File: config.mk
export PLATFORM = sky130hd
export DESIGN_NAME = mem_port_arbiter
export DESIGN_NICKNAME = d
export VERILOG_FILES = /design/src/rtl/mem_arb_pkg.sv /design/src/rtl/mem_arb_grant.sv /design/src/rtl/mem_port_arbiter.sv
export SDC_FILE = /design/constraint.sdc
export NUM_CORES = 1
export LEC_CHECK = 0
export CORE_AREA = 2 2 103 105
export CTS_BUF_LIST = sky130_fd_sc_hd__clkbuf_16
export DETAILED_ROUTE_END_ITERATION = 10
export DIE_AREA = 0 0 105 107
export PLACE_DENSITY = 0.68
export SYNTH_ARGS = -nofsm -noshare
export SYNTH_HDL_FRONTEND = slang
export SYNTH_HIERARCHICAL = 1
export SYNTH_SLANG_ARGS = --single-unit
File: constraint.sdc
create_clock -name clk -period 2.4 [get_ports clk]
set_clock_uncertainty 0.1 [all_clocks]
set_input_delay 0.6 -clock clk [delete_from_list [all_inputs] [get_ports clk]]
set_output_delay 0.6 -clock clk [all_outputs]
set_load 0.02 [all_outputs]
File: src/rtl/mem_arb_pkg.sv
// mem_arb_pkg
// Shared types and default constants for the unified memory port arbiter.
//   owner_e          : which requester owns the read data returning this cycle
//   DEF_ADDR_W       : default address width
//   DEF_DATA_W       : default data width
//   DEF_STARVE_LIMIT : default number of denied fetch cycles before fetch wins
//   STARVE_CNT_W     : width of the starvation counter (limit must fit in it)
package mem_arb_pkg;

  typedef enum logic [1:0] {
    IDLE = 2'd0,
    RD_F = 2'd1,
    RD_D = 2'd2
  } owner_e;

  localparam int DEF_ADDR_W       = 32;
  localparam int DEF_DATA_W       = 32;
  localparam int DEF_STARVE_LIMIT = 4;
  localparam int STARVE_CNT_W     = 4;

endpackage

File: src/rtl/mem_arb_grant.sv
// mem_arb_grant
// Purely combinational grant selector. Data has priority on contention
// unless fetch has been denied for STARVE_LIMIT consecutive cycles.
// Ports:
//   inhibit    in  forces both grants low (used while reset is high)
//   f_req      in  fetch request
//   d_req      in  data request
//   starve_cnt in  consecutive denied fetch cycles (registered)
//   f_gnt      out fetch granted
//   d_gnt      out data granted
module mem_arb_grant
  import mem_arb_pkg::*;
#(
  parameter int STARVE_LIMIT = DEF_STARVE_LIMIT
) (
  input  logic                    inhibit,
  input  logic                    f_req,
  input  logic                    d_req,
  input  logic [STARVE_CNT_W-1:0] starve_cnt,
  output logic                    f_gnt,
  output logic                    d_gnt
);

  logic starved;

  // The counter saturates at the limit, so >= behaves as == here but stays
  // safe if the counter is ever observed above the limit.
  assign starved = (starve_cnt >= STARVE_CNT_W'(STARVE_LIMIT));

  always_comb begin
    f_gnt = 1'b0;
    d_gnt = 1'b0;
    if (!inhibit) begin
      if (f_req && (!d_req || starved)) begin
        f_gnt = 1'b1;
      end else if (d_req) begin
        d_gnt = 1'b1;
      end
    end
  end

endmodule

File: src/rtl/mem_port_arbiter.sv
// mem_port_arbiter
// Shares one single-port synchronous memory between instruction fetch and
// load/store. At most one access is granted per cycle; read data comes back
// one cycle later tagged to the requester that issued it.
// Ports:
//   clk, reset                     clock, asynchronous active-high reset
//   f_req/f_addr/f_gnt             fetch request channel
//   f_rvalid/f_rdata               fetch read response
//   d_req/d_we/d_addr/d_wdata/d_gnt data request channel
//   d_rvalid/d_rdata               load read response
//   m_en/m_we/m_addr/m_wdata       memory command port
//   m_rdata                        memory read data (one cycle after read)
module mem_port_arbiter
  import mem_arb_pkg::*;
#(
  parameter int ADDR_W       = DEF_ADDR_W,
  parameter int DATA_W       = DEF_DATA_W,
  parameter int STARVE_LIMIT = DEF_STARVE_LIMIT
) (
  input  logic              clk,
  input  logic              reset,
  input  logic              f_req,
  input  logic [ADDR_W-1:0] f_addr,
  output logic              f_gnt,
  output logic              f_rvalid,
  output logic [DATA_W-1:0] f_rdata,
  input  logic              d_req,
  input  logic              d_we,
  input  logic [ADDR_W-1:0] d_addr,
  input  logic [DATA_W-1:0] d_wdata,
  output logic              d_gnt,
  output logic              d_rvalid,
  output logic [DATA_W-1:0] d_rdata,
  output logic              m_en,
  output logic              m_we,
  output logic [ADDR_W-1:0] m_addr,
  output logic [DATA_W-1:0] m_wdata,
  input  logic [DATA_W-1:0] m_rdata
);

  localparam logic [STARVE_CNT_W-1:0] LIMIT = STARVE_CNT_W'(STARVE_LIMIT);

  owner_e                  state_q, state_d;
  logic [STARVE_CNT_W-1:0] starve_q, starve_d;

  // Grant selection; reset forces both grants (and hence the port) idle.
  mem_arb_grant #(
    .STARVE_LIMIT(STARVE_LIMIT)
  ) u_grant (
    .inhibit   (reset),
    .f_req     (f_req),
    .d_req     (d_req),
    .starve_cnt(starve_q),
    .f_gnt     (f_gnt),
    .d_gnt     (d_gnt)
  );

  // Memory command port, zeroed when nothing is granted. Fetch never writes,
  // so write data is only forwarded for a data grant.
  always_comb begin
    m_en    = f_gnt | d_gnt;
    m_we    = d_gnt & d_we;
    m_addr  = '0;
    m_wdata = '0;
    if (d_gnt) begin
      m_addr  = d_addr;
      m_wdata = d_wdata;
    end else if (f_gnt) begin
      m_addr  = f_addr;
    end
  end

  // Starvation counter: counts consecutive cycles fetch asked and lost.
  always_comb begin
    starve_d = '0;
    if (f_req && !f_gnt) begin
      starve_d = (starve_q >= LIMIT) ? LIMIT : starve_q + 1'b1;
    end
  end

  // Response owner state machine: state register.
  always_ff @(posedge clk or posedge reset) begin
    if (reset) begin
      state_q  <= IDLE;
      starve_q <= '0;
    end else begin
      state_q  <= state_d;
      starve_q <= starve_d;
    end
  end

  // Next-state: remember who owns the read that was just issued. Stores
  // return nothing, so they go to IDLE like an empty cycle.
  always_comb begin
    state_d = IDLE;
    if (f_gnt) begin
      state_d = RD_F;
    end else if (d_gnt && !d_we) begin
      state_d = RD_D;
    end
  end

  // Outputs: read data is shared, the valid flags carry ownership.
  always_comb begin
    f_rvalid = (state_q == RD_F);
    d_rvalid = (state_q == RD_D);
    f_rdata  = m_rdata;
    d_rdata  = m_rdata;
  end

endmodule

==> out/results.txt <==
Clock Tree Root -> clkbuf_16
Hold buffer count at CTS -> 0
Final Hold Vio Count -> 0
Cell count after synthesis -> 168
Met3 Track Usage GR -> 0.02553
Post-synth EDFFs -> 0
Core ar. -> 0.01009 mm2
Worst-path fanout max -> 5
Syn Nets -> 302
Fraction of registers with async set/reset -> 1.000
Synth cell count leaders -> buf_4, and2_1, a22o_1
Lkg Pwr -> 1.341 nW
Full die area -> 0.01124 mm2
Yosys warns -> 6
Final period demand of the worst path -> 2.413 ns
R2r worst-path depth -> 5
Drt first-iter violations -> 18
H-tree depth -> 1
Die X -> 105 um
Setup TNS -> -0.01930 ns
Mux contribution to synthesized area -> 0
I/O pin cnt -> 267
Via count -> 1553
Filler instances -> 1109
Critical path cell sequence -> buf_6, nand2b_4, a21oi_4, nor2b_4, buf_8, buf_12, a22o_1, buf_6
Top cell by count, worst path -> buf_6
CTS tree -> built
Max-cap violations -> 0
Gr ovfl total -> 0
Reg-to-reg endpoint -> state_q[1]
Reg clk slew, reported paths -> 0.03 ns
Fmax achieved -> 414.4 MHz
Seq cells post-synth -> 6
Largest family of logic cells by synthesized area -> buffers and inverters
CP Data Required Time -> 1.70 ns
Violated checks -> setup timing
Fin crit share -> 1.005
Area growth from synthesis to layout -> 116.1%
Vias per cell -> 3.689
Distinct cells, synth -> 24
Worst setup EP type -> output port
PortBufs -> 170
Post-synth top area share -> 0.3722
Die Y-Extent -> 107 um
FP Rows -> 37
Main area contributors after synthesis -> buf_4, a22o_1, and2_1
GRT Util Overall -> 0.09841
Dominant synthesized flop cell -> dfrtp_1
Multi-input logic area -> 650.6 um2
Post-synthesis simple-gate area fraction -> 0.2406
Syn_area_per_cell -> 7.924 um2
Total CTS buffers -> 3
Crit path launch type -> input port
Drt total wl -> 5992 um
Number of antenna-violating nets in the routed design -> 0
Vias in the first global route -> 1652
Final Max Slew Viols -> 0
Critical path type -> input port to output port
HP Class -> input port to asynchronous set/reset pin
Unrepaired setup endpoints after global routing -> true
Initial antenna violation count -> 0
Largest net degree at the start of global routing -> 32
Clk buf depth -> 2
Slowest cell on crit path -> nor2b_4
Critical Path Max Stage Delay -> 0.19 ns
Initial core utilization -> 0.1319
Synth area leader -> buf_4
Most frequent cell after synthesis -> buf_4
Xor-xnor portion of the synthesized cell area -> 0
GR Util met1 -> 0.09879
First-pass GRT wire length -> 8638 um
Status -> finished, violations left
Flop2flop setup slack -> 0.99 ns
Layout net count -> 421
Compound-cell area share of the yosys netlist -> 0.2124
Met2 Usage GRT -> 0.1892
Layout cell share with drive strength beyond 1 -> 0.3193
TritonCTS Sinks -> 6
Clk_lat worst skew -> 0.23 ns
DRC -> 0
Most Crowded Layer GR -> met2
Netlist Area Pre-Place -> 0.001331 mm2
Wire per inst -> 14.23 um
Adder-cell share of the synthesized area -> 0.009398
Antenna cells -> 0
Drt first pass iters -> 3
Worst EP arrival -> 1.71 ns
Placer Congestion -> 0.7244
Pwr dens -> 307.4 mW/mm2
Setup violators final -> 4
Max IR drop VDD -> 153.0 uV
Area occupied by registers -> 150.1 um2
DPL Wire Length -> 5000 um
Worst R2R Start -> starve_q[2]
Placed cells -> 409
Worst Setup Slack, final -> -0.01319 ns
Post-synthesis sequential area ratio -> 0.1128
Fin cells -> 421
[critical path, delay by kind of cell]
kind	cells	cell delay, ns
buffers and inverters	4	0.51
AND/OR/NAND/NOR	2	0.32
AO/OA/AOI/OAI	2	0.28
[where the power goes]
group          switching [mW]  internal (mW)
Sequential            0.00300          0.107
Clock                  0.0549          0.214
Combinational           0.199          0.307
Total                   0.257          0.627
[area by class of cell]
class                   count  share of cell area
inverters                   1            0.001305
multi-input cells          86              0.2262
repair buffers            189              0.6351
flip-flops and latches      6             0.05220
well taps                 136             0.05916
clock buffers               3             0.02610
[stage by stage]
step / utilization / hold WS (ns) / cell area, um2 / setup slack (ns) / power, mW
after global placement: 0.2720 / 0.4972 / 2745 / -0.9264 / 0.5891
after global routing: 0.2850 / 0.3308 / 2877 / -0.06418 / 0.9266
after floorplan: - / 0.2910 / 1343 / -0.02711 / 0.4396
after CTS: 0.2858 / 0.1904 / 2884 / -0.04181 / 0.8774
final: 0.2850 / 0.3015 / 2877 / -0.01319 / 0.8844
after detailed placement: 0.2720 / 0.5177 / 2745 / -0.9329 / 0.5946
[layout by cell type (no fill, tap or decap), types with 4 or more instances in the layout]
| cell | Yosys | routed |
|---|---|---|
| clkdlybuf4s50_1 | 0 | 99 |
| buf_2 | 5 | 35 |
| and2_1 | 33 | 33 |
| a22o_1 | 30 | 30 |
| buf_6 | 3 | 30 |
| dlygate4sd2_1 | 0 | 10 |
| buf_4 | 66 | 6 |
| dfrtp_1 | 6 | 6 |
| nand2_1 | 4 | 4 |
| clkbuf_16 | 0 | 4 |
| buf_12 | 0 | 4 |
[flip-flops by register name (all words and copies together), names as in the netlist]
| name | count |
|---|---|
| starve_q | 4 |
| state_q | 2 |
[routing by layer]
layer / up-vias / routed length, um
li1: 735 / -
met1: 679 / 2086
met2: 116 / 3198
met3: 23 / 525
met4: 0 / 180
met5: - / 0
[timing repair]
action | in CTS | in global routing
endpoints found under the setup margin | 68 | 40
cloned | 2 | 1
pin swaps | 6 | 8
setup buffers | 5 | 2
resized for setup | 289 | 38
[cell families (layout without fill, tap and decap cells)]
logic type	after synthesis	in the layout
adder cells (fa/ha/maj)	1	1
AO/OA/AOI/OAI	34	34
AND/OR/NAND/NOR	50	50
flip-flops	6	6
buffers and inverters	76	193
other	1	1
[worst max-delay path by stage]
stage,cells past startpoint,endpoint,slack (ns),start
6_report,8,m_addr[4],-0.01,reset
3_3_place_gp,7,m_addr[4],-0.93,f_req
3_5_place_dp,7,m_addr[4],-0.93,f_req
4_1_cts,9,m_addr[4],-0.04,f_req
5_1_grt,8,m_addr[8],-0.06,reset
2_1_floorplan,5,m_addr[20],-0.03,f_req
Power figures use the tool's default switching activity.
